<file path="src/rtl/gray_roundtrip_display_pkg.sv">
// disp_pkg: shared types, blank pattern and hex glyph table for the
// Gray round-trip display block. Segment order is {g,f,e,d,c,b,a}, low = lit.
package disp_pkg;

  typedef logic [3:0] nibble_t;
  typedef logic [1:0] digit_idx_t;

  localparam logic [6:0] SEG_BLANK = 7'b1111111;

  localparam logic [6:0] HEX_SEG [16] = '{
    7'b1000000,  // 0
    7'b1111001,  // 1
    7'b0100100,  // 2
    7'b0110000,  // 3
    7'b0011001,  // 4
    7'b0010010,  // 5
    7'b0000010,  // 6
    7'b1111000,  // 7
    7'b0000000,  // 8
    7'b0010000,  // 9
    7'b0001000,  // A
    7'b0000011,  // b
    7'b1000110,  // C
    7'b0100001,  // d
    7'b0000110,  // E
    7'b0001110   // F
  };

  // Active-low one-hot anode enable for a digit slot.
  function automatic logic [3:0] digit_an(input digit_idx_t idx);
    return ~(4'b0001 << idx);
  endfunction

endpackage

</file>
<file path="src/rtl/gray_roundtrip_display_hex7seg.sv">
// hex7seg: combinational nibble -> active-low 7-segment glyph lookup.
module hex7seg
  import disp_pkg::*;
(
  input  nibble_t     i_nib,
  output logic [6:0]  o_seg
);

  // Straight table lookup; every nibble has a glyph.
  always_comb begin
    o_seg = HEX_SEG[i_nib];
  end

endmodule

</file>
<file path="src/rtl/gray_roundtrip_display.sv">
// gray_roundtrip_display: checks the decoded binary against the delayed
// reference, counts mismatches (saturating), and scans a 4-digit
// active-low 7-segment display showing {err_cnt, bin_ref, gray_in, bin_in}
// snapshots latched once per frame.
// Optional build macro: DISP_DP_HEARTBEAT_EN -- decimal point on digit 0
// blinks with a heartbeat that toggles every frame latch.
module gray_roundtrip_display
  import disp_pkg::*;
#(
  parameter int REFRESH_DIV = 100_000,
  parameter int LAT         = 2
)
(
  input  logic        clk,
  input  logic        rst,
  input  logic [3:0]  bin_ref,
  input  logic [3:0]  gray_in,
  input  logic [3:0]  bin_in,
  input  logic        clr_err,
  output logic [3:0]  an,
  output logic [6:0]  seg,
  output logic        dp,
  output logic        err_led
);

  localparam int DIV_W = (REFRESH_DIV > 2) ? $clog2(REFRESH_DIV) : 1;

  logic [DIV_W-1:0] r_div_cnt;
  logic             w_tick;
  digit_idx_t       r_idx;
  digit_idx_t       w_idx_next;
  logic             w_frame;

  nibble_t          r_snap_bin;
  nibble_t          r_snap_gray;
  nibble_t          r_snap_ref;
  nibble_t          r_snap_err;

  nibble_t          r_ref_sr [LAT];
  logic [LAT-1:0]   r_valid_sr;
  logic             w_mismatch;

  nibble_t          r_err_cnt;
  logic             r_err_led;

  nibble_t          w_digit_val;
  logic [6:0]       w_seg_pat;
  logic [3:0]       r_an;
  logic [6:0]       r_seg;

  assign w_tick     = (r_div_cnt == DIV_W'(REFRESH_DIV - 1));
  assign w_idx_next = r_idx + 2'd1;
  // The slot advancing from digit 3 back to digit 0 starts a new frame.
  assign w_frame    = w_tick && (r_idx == 2'd3);

  // Refresh divider: one tick per digit slot.
  always_ff @(posedge clk or negedge rst) begin
    if (!rst) begin
      r_div_cnt <= '0;
    end else if (w_tick) begin
      r_div_cnt <= '0;
    end else begin
      r_div_cnt <= r_div_cnt + DIV_W'(1);
    end
  end

  // Digit scan index; resets to 3 so the first tick lands on digit 0.
  always_ff @(posedge clk or negedge rst) begin
    if (!rst) begin
      r_idx <= 2'd3;
    end else if (w_tick) begin
      r_idx <= w_idx_next;
    end
  end

  // Frame snapshot: all four digits of a frame come from the same instant.
  always_ff @(posedge clk or negedge rst) begin
    if (!rst) begin
      r_snap_bin  <= '0;
      r_snap_gray <= '0;
      r_snap_ref  <= '0;
      r_snap_err  <= '0;
    end else if (w_frame) begin
      r_snap_bin  <= bin_in;
      r_snap_gray <= gray_in;
      r_snap_ref  <= bin_ref;
      r_snap_err  <= r_err_cnt;
    end
  end

  // Reference delay line matched to the encode/decode latency, plus a
  // validity line so nothing is compared until the pipe has filled.
  always_ff @(posedge clk or negedge rst) begin
    if (!rst) begin
      for (int i = 0; i < LAT; i++) begin
        r_ref_sr[i] <= '0;
      end
      r_valid_sr <= '0;
    end else begin
      r_ref_sr[0]   <= bin_ref;
      r_valid_sr[0] <= 1'b1;
      for (int i = 1; i < LAT; i++) begin
        r_ref_sr[i]   <= r_ref_sr[i-1];
        r_valid_sr[i] <= r_valid_sr[i-1];
      end
    end
  end

  assign w_mismatch = r_valid_sr[LAT-1] && (r_ref_sr[LAT-1] != bin_in);

  // Saturating error counter and sticky LED; a clear beats a same-cycle mismatch.
  always_ff @(posedge clk or negedge rst) begin
    if (!rst) begin
      r_err_cnt <= '0;
      r_err_led <= 1'b0;
    end else if (clr_err) begin
      r_err_cnt <= '0;
      r_err_led <= 1'b0;
    end else if (w_mismatch) begin
      r_err_led <= 1'b1;
      if (r_err_cnt != 4'hF) begin
        r_err_cnt <= r_err_cnt + 4'd1;
      end
    end
  end

  assign err_led = r_err_led;

  // Value for the slot about to be shown. Digit 0 is loaded on the same edge
  // the snapshot is taken, so it bypasses to the live input on that edge.
  always_comb begin
    w_digit_val = '0;
    case (w_idx_next)
      2'd0:    w_digit_val = w_frame ? bin_in : r_snap_bin;
      2'd1:    w_digit_val = r_snap_gray;
      2'd2:    w_digit_val = r_snap_ref;
      default: w_digit_val = r_snap_err;
    endcase
  end

  hex7seg u_hex7seg (
    .i_nib (w_digit_val),
    .o_seg (w_seg_pat)
  );

  // Registered anode/segment drive, updated once per slot.
  always_ff @(posedge clk or negedge rst) begin
    if (!rst) begin
      r_an  <= 4'b1111;
      r_seg <= SEG_BLANK;
    end else if (w_tick) begin
      r_an  <= digit_an(w_idx_next);
      r_seg <= w_seg_pat;
    end
  end

  assign an  = r_an;
  assign seg = r_seg;

`ifdef DISP_DP_HEARTBEAT_EN
  logic r_hb;
  logic w_hb_next;
  logic r_dp;

  assign w_hb_next = w_frame ? ~r_hb : r_hb;

  // Heartbeat flips every frame and is shown on digit 0's decimal point.
  always_ff @(posedge clk or negedge rst) begin
    if (!rst) begin
      r_hb <= 1'b0;
      r_dp <= 1'b1;
    end else begin
      r_hb <= w_hb_next;
      if (w_tick) begin
        r_dp <= (w_idx_next == 2'd0) ? ~w_hb_next : 1'b1;
      end
    end
  end

  assign dp = r_dp;
`else
  assign dp = 1'b1;
`endif

endmodule
</file>
<file path="config.mk">
export PLATFORM = sky130hd
export DESIGN_NAME = gray_roundtrip_display
export DESIGN_NICKNAME = d
export VERILOG_FILES = /design/src/rtl/gray_roundtrip_display_pkg.sv /design/src/rtl/gray_roundtrip_display_hex7seg.sv /design/src/rtl/gray_roundtrip_display.sv
export SDC_FILE = /design/constraint.sdc
export NUM_CORES = 1
export LEC_CHECK = 0
export CAP_MARGIN = 20
export CORE_ASPECT_RATIO = 1.5
export CORE_MARGIN = 5
export CORE_UTILIZATION = 34
export CTS_BUF_LIST = sky130_fd_sc_hd__clkbuf_16
export CTS_CLUSTER_SIZE = 24
export DETAILED_ROUTE_END_ITERATION = 7
export PLACE_DENSITY_LB_ADDON = 0.25
export SLEW_MARGIN = 20
export SYNTH_ARGS = -nofsm -noshare
export SYNTH_HDL_FRONTEND = slang
export SYNTH_HIERARCHICAL = 1
export SYNTH_SLANG_ARGS = --single-unit
</file>
<file path="constraint.sdc">
create_clock -name clk -period 2.7 [get_ports clk]
set_input_delay 0.54 -clock clk [delete_from_list [all_inputs] [get_ports clk]]
set_output_delay 0.54 -clock clk [all_outputs]
set_load 0.01 [all_outputs]
</file>
# Yosys cells after proc, flatten, opt, wreduce, memory -nomap -nowiden
# Memory sizes are Yosys's and may differ from the RTL's. A register that Yosys moved wholly into a read port is not among the register bits.
# Cells that the tools add are included.
op_classes:
  add_sub_neg: 3
  mul: 0
  n_div: 0
  n_lt_le_gt_ge: 0
  eq_ne: 6
  n_shift: 1
  muxes: 8
  bitwise: 2
  n_reduce_logical: 7
op_table:
  columns: ["cell", "count"]
  rows:
  - ["$add A17 B1 Y17 const B", 1]
  - ["$eq A17 B17 Y1 const B", 1]
  - ["$mux W17", 1]
  - ["$mux W4", 4]
  - ["$pmux W4 S3", 1]
  - ["$not A4 Y5", 1]
  - ["$add A4 B1 Y4 const B", 1]
  - ["$eq A2 B2 Y1 const B", 2]
  - ["$ne A4 B4 Y1", 1]
  - ["$ne A4 B4 Y1 const B", 1]
  - ["$not A4 Y4", 1]
  - ["$reduce_bool A2 Y1", 2]
  - ["$shl A1 B2 Y4 const A", 1]
  - ["$add A2 B1 Y2 const B", 1]
  - ["$eq A2 B1 Y1 const B", 1]
  - ["$logic_and A1 B1 Y1", 2]
  - ["$logic_not A2 Y1", 1]
  - ["$mux W1", 2]
  - ["$reduce_and A2 Y1", 1]
  - ["$logic_not A1 Y1", 1]
word_totals:
  register_bits: 54
  latch_bits: 0
  ram_bits: 0
  rom_bits: 112
  in_bits: 15
  output_inout_bits: 13
  wordCells: 40
  mem_count: 1
memory_table:
  columns: ["name", "depth", "word_bits", "rd", "rd_ports_with_merged_regs", "wr", "line_no", "source"]
  rows:
  - ["(no name shown)", 16, 7, 1, 1, 0, "gray_roundtrip_display_hex7seg.sv:11", "o_seg = HEX_SEG[i_nib];"]

# Depth between registers and ports, before layout
# Gate-level depths: netlist of run 1.
depth:
  ltp_word: 5
  ltp_mapped: 15
  mapped_depth_nobuf: 13

# By module
# The synthesis of run 1 kept the hierarchy.
modules_own_cells:
  columns: ["mod", "instances", "cells_per_inst", "area_each_um2", "seq_area_each_um2"]
  rows:
  - ["gray_roundtrip_display", 1, 234, 2860.2, 1542.7]
  - ["hex7seg", 1, 36, 256.5, 0.0]

# Worst setup path before layout of run 1
# No wires, ideal clock.
synth_timing:
  path_kind: "register to register"
  start: "reg r_div_cnt[0]"
  end: "reg r_seg[3] (netlist: seg[3])"
  setup_ns: 0.060
  t_arrival_ns: 2.627
  t_required_ns: 2.640
  slack_ns: 0.013
  stages_incl_launch_ff: 16
  n_path_buf: 3
  period_less_slack_ns: 2.687
  path_cell_list: "dfrtp_1 -> ha_1 -> and4_1 -> buf_6 -> and4_4 -> buf_6 -> and2_4 -> buf_12 -> a221o_1 -> inv_1 -> ha_1 -> nand2_2 -> a21oi_1 -> a31oi_1 -> nand2_1 -> nand2_1"
synth_between:
  elab_chain_len: 5
synth_rtl:
  columns: ["element", "line_no", "source"]
  rows:
  - ["start: declaration", "gray_roundtrip_display.sv:28", "logic [DIV_W-1:0] r_div_cnt;"]
  - ["start signal: assignment", "gray_roundtrip_display.sv:63", "r_div_cnt <= r_div_cnt + DIV_W'(1);"]
  - ["$eq A17 B17 Y1", "gray_roundtrip_display.sv:51", "assign w_tick = (r_div_cnt == DIV_W'(REFRESH_DIV - 1));"]
  - ["$logic_and A1 B1 Y1", "gray_roundtrip_display.sv:54", "assign w_frame = w_tick && (r_idx == 2'd3);"]
  - ["$mux W4", "gray_roundtrip_display.sv:134", "2'd0: w_digit_val = w_frame ? bin_in : r_snap_bin;"]
  - ["$pmux W4 S3", "gray_roundtrip_display.sv:133", "case (w_idx_next)"]
  - ["via w_digit_val[0]", "gray_roundtrip_display.sv:46", "nibble_t w_digit_val;"]
  - ["$not A4 Y5 (not written as such)", "gray_roundtrip_display_hex7seg.sv:11", null]
  - ["end: declaration", "gray_roundtrip_display.sv:49", "logic [6:0] r_seg;"]
# The timed path passes the listed nets, and every way through them passes these cells.
# A chain may end at the register's enable or synchronous reset.

# Worst setup path in the final report of run 1
layout_timing:
  start: "reg r_idx[0]"
  end: "reg r_seg[3] (netlist: seg[3])"
layout_between:
  elab_cells_between_ends: 9
  classes_between: "add/sub: 1; eq/ne: 3; mux: 2; bitwise: 1; reduce/logical: 2"
layout_rtl:
  columns: ["element", "line_no", "source"]
  rows:
  - ["start: declaration", "gray_roundtrip_display.sv:30", "digit_idx_t r_idx;"]
  - ["start signal: assignment", "gray_roundtrip_display.sv:72", "r_idx <= w_idx_next;"]
  - ["$add A2 B1 Y2 *", "gray_roundtrip_display.sv:52", "assign w_idx_next = r_idx + 2'd1;"]
  - ["via w_idx_next[0]", "gray_roundtrip_display.sv:31", "digit_idx_t w_idx_next;"]
  - ["$eq A2 B2 Y1, or another cell as far along", "gray_roundtrip_display.sv:133", null]
  - ["$pmux W4 S3 *", "gray_roundtrip_display.sv:133", null]
  - ["via w_digit_val[0]", "gray_roundtrip_display.sv:46", null]
  - ["$not A4 Y5 (not written as such) *", "gray_roundtrip_display_hex7seg.sv:11", null]
# The timed path passes the listed nets; every way through them passes the cells marked *.

==> Implementation_results.wiki, run 1 <==
{| class="wikitable"
! Metric !! Value
|-
| Clk Latency, worst-skew pair || 0.32 ns
|-
| Estimated wirelength of the detail-placed design || about 4.6 mm
|-
| Ratio of cells with drive above 1 in the final layout || 21.4%
|-
| Setup Skew || 0.00813 ns
|-
| # H-tree levels || 3
|-
| Port Buf Inserts || 26
|-
| Wire length per cell after detailed routing || 14.6 um
|-
| I/O pin count || 28
|-
| Gr ovfl total || 0
|-
| Area added between synthesis and finish || 22.1%
|-
| Critical Path Source Type || flip-flop
|-
| Final setup violating endpoints || 0
|-
| Worst voltage drop across the vdd grid || between 0.4 and 0.5 mV
|-
| Number of warning messages in the yosys log || 6
|-
| Critical path's top delay family || compound AO/OA/AOI/OAI gates
|-
| Filler Cells Inserted || 830
|-
| Gate count after technology mapping || 270
|-
| Most frequent cell after synthesis || sky130_fd_sc_hd__dfrtp_1
|-
| Setup slack of the worst register-to-register path || roughly 0.14 ns
|-
| Number of placement rows || 42
|-
| Final WL || approximately 6.2 mm
|-
| Antenna violations before repair || 0
|-
| Data required time at the worst endpoint || 2.97 ns
|-
| Initial core utilization || 35.1%
|-
| Net switching fraction of the power || 20.6%
|-
| TritonCTS buffer count || 9
|-
| Nature of the critical path endpoint || flip-flop
|-
| R2R depth || 11
|-
| Detail Route met3 WL || around 260 um
|-
| Asr flop ratio synth || 100%
|-
| Clock tree sinks || 61
|-
| Cell with the largest stage delay on the worst path || sky130_fd_sc_hd__dfstp_2
|-
| Total buffers and inverters traversed by the critical path || 2
|-
| Mean instance size in the synthesized netlist || 11.5 um^2
|-
| Slew at the pin closest to its max-slew limit || approximately 0.8 ns
|-
| Weighted congestion reported at the end of routability-driven placement || 0.780
|-
| Worst min-delay path class || in2async
|-
| Final hold viol count || 0
|-
| Cell accounting for the most synthesized area || sky130_fd_sc_hd__dfrtp_1
|-
| Syn Std Cell Area || 3120 um^2
|-
| Logic pwr share || 3.4%
|-
| Cts hold-fix bufs || 0
|-
| Cell leakage power || 1.68 nW
|-
| Wire length of the first global-routing pass || about 11 mm
|-
| CP arrival || ~2.8 ns
|-
| Number of cells on the critical path || 11
|-
| Routed vias || about 2100
|-
| Clock slew at reported path FFs || 0.05 ns
|-
| Min cycle time layout || 2.56 ns
|-
| Clock buffer depth || 2
|-
| Netlist cell types || 52
|-
| Total length of routed met2 wires || approximately 3.0 mm
|-
| Critical path class || reg2reg
|-
| Detailed-routing wirelength on met1 || 2.84 mm
|-
| Leading cell types by count after synthesis || sky130_fd_sc_hd__dfrtp_1, sky130_fd_sc_hd__nand2_1, sky130_fd_sc_hd__mux2_4
|-
| Die outline height || 127 um
|-
| Synthesized flop and latch total || a little over 60
|-
| Top routing layer in use || met4
|-
| Avg Vias per Cell || 4.88
|-
| Antenna Violating Nets Remaining || 0
|-
| Upper clock frequency limit || 0.390 GHz
|-
| Hold Worst Slack || 0.301 ns
|-
| Worst Path Max Fanout || 6
|-
| Total power draw || 2.09 mW
|-
| Number of DRC markers in iteration 0 || 47
|-
| Cells along the critical path || inv_1 > ha_1 > a221o_1 > a221o_1 > inv_2 > ha_1 > nand2_2 > a21oi_1 > a31oi_1 > nand2_1 > nand2_1
|-
| Via count of the first global-routing pass || 2143
|-
| Die Span X || 88.2 um
|-
| Clk pwr share || 51.9%
|-
| Max Transition Viols Final || 0
|-
| Area of combinational cells with multiple inputs || about 1500 um^2
|-
| Total global-route track usage || 12.4%
|-
| Share of the synthesized area in the top cell type || between 30% and 40%
|-
| Fin util || 42.9%
|-
| Power share of the sequential group || between 40% and 50%
|-
| Top FF cell, synth || sky130_fd_sc_hd__dfrtp_1
|-
| Share of the clock period used by the worst path || 94.9%
|-
| Ranking of synthesized cells by area || sky130_fd_sc_hd__dfrtp_1, sky130_fd_sc_hd__dfstp_2, sky130_fd_sc_hd__mux2_4, sky130_fd_sc_hd__ha_1, sky130_fd_sc_hd__nand2_1
|-
| Total power per unit cell area || 550 nW/um^2
|-
| Detailed Routing Iterations Pass 1 || 4
|-
| Outcome || completed
|-
| Number of flops mapped to enable cells by yosys || 0
|-
| Diodes inserted || 0
|-
| Switching power || 0.430 mW
|-
| Worst slew margin relative to its limit || 47.7%
|-
| Core Region || 8880 um^2
|-
| Number of max-cap violations || 0
|-
| Post-synthesis sequential area ratio || 49.5%
|-
| Number of nets in the final layout || around 340
|-
| Maximum cell stage delay along the critical path || 0.56 ns
|-
| Int Pwr || 1.66 mW
|-
| Clock tree from TritonCTS || yes
|-
| Sequential cell area || 1540 um^2
|-
| Total die area || 11200 um^2
|-
| DRC violations left || 0
|-
| Clk Tree Root Cell || sky130_fd_sc_hd__clkbuf_16
|-
| Largest net degree at the start of global routing || 35
|}
-- stage by stage --
stage / TNS [ns] / setup slack (ns) / std cells / instance area, um^2
after CTS: 0 / 0.103 / 426 / 3790
after detailed placement: 0 / 0.134 / 410 / 3510
final: 0 / 0.138 / 428 / 3810
after floorplan: 0 / 0.0126 / 271 / 3120
after global routing: -0.0181 / -0.0181 / 428 / 3810
after global placement: 0 / 0.197 / 410 / 3510
-- per-layer routing --
layer	vias to the layer above	track usage [%]
li1	1040	-
met1	994	15.3
met2	39	18.9
met3	14	4.64
met4	0	5.69
met5	-	0
-- timing repair --
item                       4_1_cts  5_1_grt
gates resized for setup          0        1
setup endpoints to repair        0        1
setup buffers                    0        2
-- registers in the layout (all words and copies together), names as in the netlist --
name	cells
r_ref_sr	8
r_snap_ref	4
r_snap_err	4
r_snap_gray	4
seg	7
r_idx	2
r_valid_sr	2
r_err_cnt	4
r_snap_bin	4
err_led	1
an	4
r_div_cnt	17
-- cell families after synthesis --
logic type | share of synthesized area [%]
AO/OA/AOI/OAI | 8.55
XOR/XNOR | 4.78
adder cells (fa/ha/maj) | 6.02
buffers and inverters | 3.97
flip-flops | 49.5
multiplexers | 9.39
other | 0.120
AND/OR/NAND/NOR | 17.7
-- cell type report --
class                   instances  share of cell area (%)
repair buffers                 40                    9.47
multi-input cells             194                    38.2
well taps                     110                    3.62
inverters                       7                   0.690
flip-flops and latches         61                    40.5
clock inverters                 7                    1.58
clock buffers                   9                    5.92
-- layout by cell type, fill, tap and decap left out, drive strengths merged, types with 3 or more instances in the layout --
cell type      synthesis  routed
clkbuf                 1       9
and3                   6       6
and4                   3       3
o21ai                 13      13
clkdlybuf4s50          0      25
xor2                   8       8
buf                    8      15
mux2                  18      18
nand2b                 8       8
a21oi                  8       8
mux2i                  3       3
a221o                  8       8
clkinv                 0       3
nand3                 14      14
or4                    3       3
xnor2                  9       9
dfstp                 13      13
nand2                 40      40
dfrtp                 48      48
nor2                   7       7
inv                    7       9
nand4                  4       4
ha                    15      15
-- final timing paths --
kind                              from     endpoint
max                           r_idx[0]       seg[3]
min                                rst  r_ref_sr[5]
max reg2reg                   r_idx[0]       seg[3]
min reg2reg                r_ref_sr[7]  r_ref_sr[3]
max in group asynchronous          rst       seg[6]
min in group clk           r_ref_sr[7]  r_ref_sr[3]
-- power by group through the flow --
| stage | Combinational, mW | Clock (mW) | Sequential, mW |
|---|---|---|---|
| finish | 0.0708 | 1.09 | 0.936 |
| global route | 0.0800 | 1.18 | 0.936 |
| CTS | 0.0737 | 1.12 | 0.935 |
| detailed placement | 0.0730 | 0 | 0.950 |
| global placement | 0.0720 | 0 | 0.950 |
| floorplan | 0.0197 | 0 | 0.949 |
Power figures use the tool's default switching activity.
==> run 2: changes to the inputs <==
GPL_TIMING_DRIVEN = 0   (was not set)
SLEW_MARGIN = 30   (was 20)
==> run 2 against run 1 <==
Net effect: global-route usage shrank 0.39 points; total power grew 7.2%; via count grew 4.2%; maximum frequency shrank 0.29%; worst hold slack lost 0.19 ns; register-to-register slack is essentially flat; non-clock buffer count grew 8.
==> Implementation_results.wiki, run 2 (synthesized netlist as in run 1, its figures left out) <==
{| class="wikitable"
! Metric !! Value
|-
| Die outline height || 127 um (unchanged)
|-
| Detailed Routing Iterations Pass 1 || 6 (was 4)
|-
| TritonCTS buffer count || 9 (unchanged)
|-
| Upper clock frequency limit || 0.389 GHz (was 0.390 GHz)
|-
| Clk Latency, worst-skew pair || 0.33 ns (was 0.32 ns)
|-
| R2R Path Start || r_idx[0] (unchanged)
|-
| Nature of the critical path endpoint || flip-flop (unchanged)
|-
| Total power draw || 2.24 mW (was 2.09 mW)
|-
| Number of DRC markers in iteration 0 || 56 (was 47)
|-
| Antenna violations before repair || 0 (unchanged)
|-
| Largest net degree at the start of global routing || 40 (was 35)
|-
| Total power per unit cell area || 564 nW/um^2 (was 550 nW/um^2)
|-
| Data required time at the worst endpoint || 2.96 ns (was 2.97 ns)
|-
| Number of nets in the final layout || 351 (was 343)
|-
| GR Util met1 || 14.5% (was 15.3%)
|-
| Setup Skew || 0.00564 ns (was 0.00813 ns)
|-
| Routed vias || 2174 (was 2087)
|-
| Wire length of the first global-routing pass || 10.4 mm (was 10.6 mm)
|-
| Area added between synthesis and finish || 27.7% (was 22.1%)
|-
| # H-tree levels || 3 (unchanged)
|-
| Clock buffer depth || 2 (unchanged)
|-
| Ratio of cells with drive above 1 in the final layout || 26.4% (was 21.4%)
|-
| Via count of the first global-routing pass || 2199 (was 2143)
|-
| Wire length per cell after detailed routing || 14.2 um (was 14.6 um)
|-
| CP arrival || 2.83 ns (about the same)
|-
| Destination of the worst register-to-register timing path || seg[3] (unchanged)
|-
| Initial core utilization || 35.1% (unchanged)
|-
| Clock slew at reported path FFs || 0.05 ns (about the same)
|-
| Setup slack of the worst register-to-register path || 0.13 ns (was 0.14 ns)
|-
| R2R depth || 10 (was 11)
|-
| Clock tree sinks || 61 (unchanged)
|-
| Cts hold-fix bufs || 0 (unchanged)
|-
| Total die area || 11200 um^2 (unchanged)
|-
| Leading cell type in the layout, fill and taps excluded || sky130_fd_sc_hd__dfrtp_1 (unchanged)
|-
| Worst voltage drop across the vdd grid || 0.382 mV (was 0.417 mV)
|-
| DRC violations left || 0 (unchanged)
|-
| Final setup violating endpoints || 0 (unchanged)
|-
| Max Transition Viols Final || 0 (unchanged)
|-
| I/O pin count || 28 (unchanged)
|-
| Diodes inserted || 0 (unchanged)
|-
| Worst slew margin relative to its limit || 59.9% (was 47.7%)
|-
| Register with the highest flop count || r_div_cnt (unchanged)
|-
| Number of max-cap violations || 0 (unchanged)
|-
| Number of placement rows || 42 (unchanged)
|-
| Final WL || 6.18 mm (was 6.24 mm)
|-
| Antenna Violating Nets Remaining || 0 (unchanged)
|-
| Critical Path Source Type || flip-flop (unchanged)
|-
| Global routing's busiest layer || met2 (unchanged)
|-
| Clock tree from TritonCTS || yes (unchanged)
|-
| Final hold viol count || 0 (unchanged)
|-
| Total global-route track usage || 12.0% (was 12.4%)
|-
| Weighted congestion reported at the end of routability-driven placement || 0.747 (was 0.780)
|-
| Global-route met2 utilization || 19.3% (was 18.9%)
|-
| Largest register FFs || 17 (unchanged)
|-
| Gr ovfl total || 0 (unchanged)
|-
| Hold Worst Slack || 0.106 ns (was 0.301 ns)
|-
| Critical path class || reg2reg (unchanged)
|-
| Clk Tree Root Cell || sky130_fd_sc_hd__clkbuf_16 (unchanged)
|-
| Port Buf Inserts || 26 (unchanged)
|-
| Avg Vias per Cell || 4.99 (was 4.88)
|-
| Estimated wirelength of the detail-placed design || 4.35 mm (was 4.61 mm)
|-
| Outcome || completed (unchanged)
|-
| Unrepaired setup endpoints after global routing || no
|-
| Most frequent cells in the layout || sky130_fd_sc_hd__dfrtp_1, sky130_fd_sc_hd__nand2_1, sky130_fd_sc_hd__clkdlybuf4s50_1 (unchanged)
|-
| Setup Total Neg Slack || 0 ns (unchanged)
|-
| Die Span X || 88.2 um (unchanged)
|-
| Cell leakage power || 1.73 nW (was 1.68 nW)
|-
| Number of standard cells in the layout, taps in and fillers out || 436 (was 428)
|-
| Worst min-delay path class || in2async (unchanged)
|-
| Min cycle time layout || 2.57 ns (was 2.56 ns)
|-
| Slew at the pin closest to its max-slew limit || 0.596 ns (was 0.784 ns)
|-
| Global routing usage on met3 || 3.41% (was 4.64%)
|-
| Core Region || 8880 um^2 (unchanged)
|-
| Worst Path Max Fanout || 8 (was 6)
|-
| Post-placement cell count || 408 (was 410)
|-
| Share of the clock period used by the worst path || 95.2% (was 94.9%)
|}
[run 2: cell types whose count changed in the layout (fill, tap and decap cells not counted), moves of 3 or more]
cell	previous run	this run
sky130_fd_sc_hd__ha_1	15	10
sky130_fd_sc_hd__buf_6	0	4
sky130_fd_sc_hd__ha_2	0	4
sky130_fd_sc_hd__inv_1	7	4
[run 2: how the worst max path moves through the flow]
stage / startpoint / end / slack [ns] / cells past startpoint
final: r_idx[0] / seg[3] / 0.13 / 10
after floorplan: r_div_cnt[0] / seg[3] / 0.01 / 15
after global routing: r_idx[1] / seg[3] / 0.01 / 11
after global placement: rst / r_valid_sr[0] / -0.98 / 1
after CTS: r_div_cnt[12] / seg[4] / 0.04 / 14
after detailed placement: r_div_cnt[0] / seg[3] / -0.22 / 15
[run 2: worst max-delay path, cell delays in order, from the launching register on]
cell and delay, ns:
sky130_fd_sc_hd__dfstp_2 0.55, sky130_fd_sc_hd__inv_1 0.10, sky130_fd_sc_hd__ha_1 0.33, sky130_fd_sc_hd__a221o_1 0.32, sky130_fd_sc_hd__a221o_1 0.45, sky130_fd_sc_hd__ha_2 0.22, sky130_fd_sc_hd__or2_1 0.24, sky130_fd_sc_hd__a21oi_1 0.13
sky130_fd_sc_hd__a31oi_1 0.05, sky130_fd_sc_hd__nand2_1 0.06, sky130_fd_sc_hd__nand2_1 0.05
[run 2: cell type report]
class,instances,area [um^2]
well taps,110,138
clock inverters,7,98.8
inverters,7,28.8
clock buffers,9,225
fillers,835,4900
flip-flops and latches,61,1550
repair buffers,40,379
multi-input cells,194,1490
plain buffers,8,77.6
[run 2: power breakdown]
| group | internal, mW | leakage [nW] | switching, mW |
|---|---|---|---|
| Combinational | 0.0342 | 0.810 | 0.0368 |
| Sequential | 0.928 | 0.764 | 0.00692 |
| Clock | 0.811 | 0.156 | 0.426 |
[run 2: what timing repair did]
item / in CTS / in global routing
buffers inserted: 8 / 5
gates resized for setup: 5 / 8
setup endpoints to repair: 7 / 6
pin swaps: 3 / 5
[run 2: metal layers]
layer	share of wire [%]	routed length [um]
met1	42	2600
met2	51	3170
met3	4.3	266
met4	2.3	141
met5	0	0
[run 2: metrics by stage]
stage	cell area (um^2)	setup slack, ns	util [%]
CTS	3940	0.0353	44.3
finish	3980	0.131	44.8
global route	3980	0.0111	44.8
floorplan	3120	0.0126	-
detailed placement	3540	-0.217	39.8
global placement	3520	-0.977	39.6
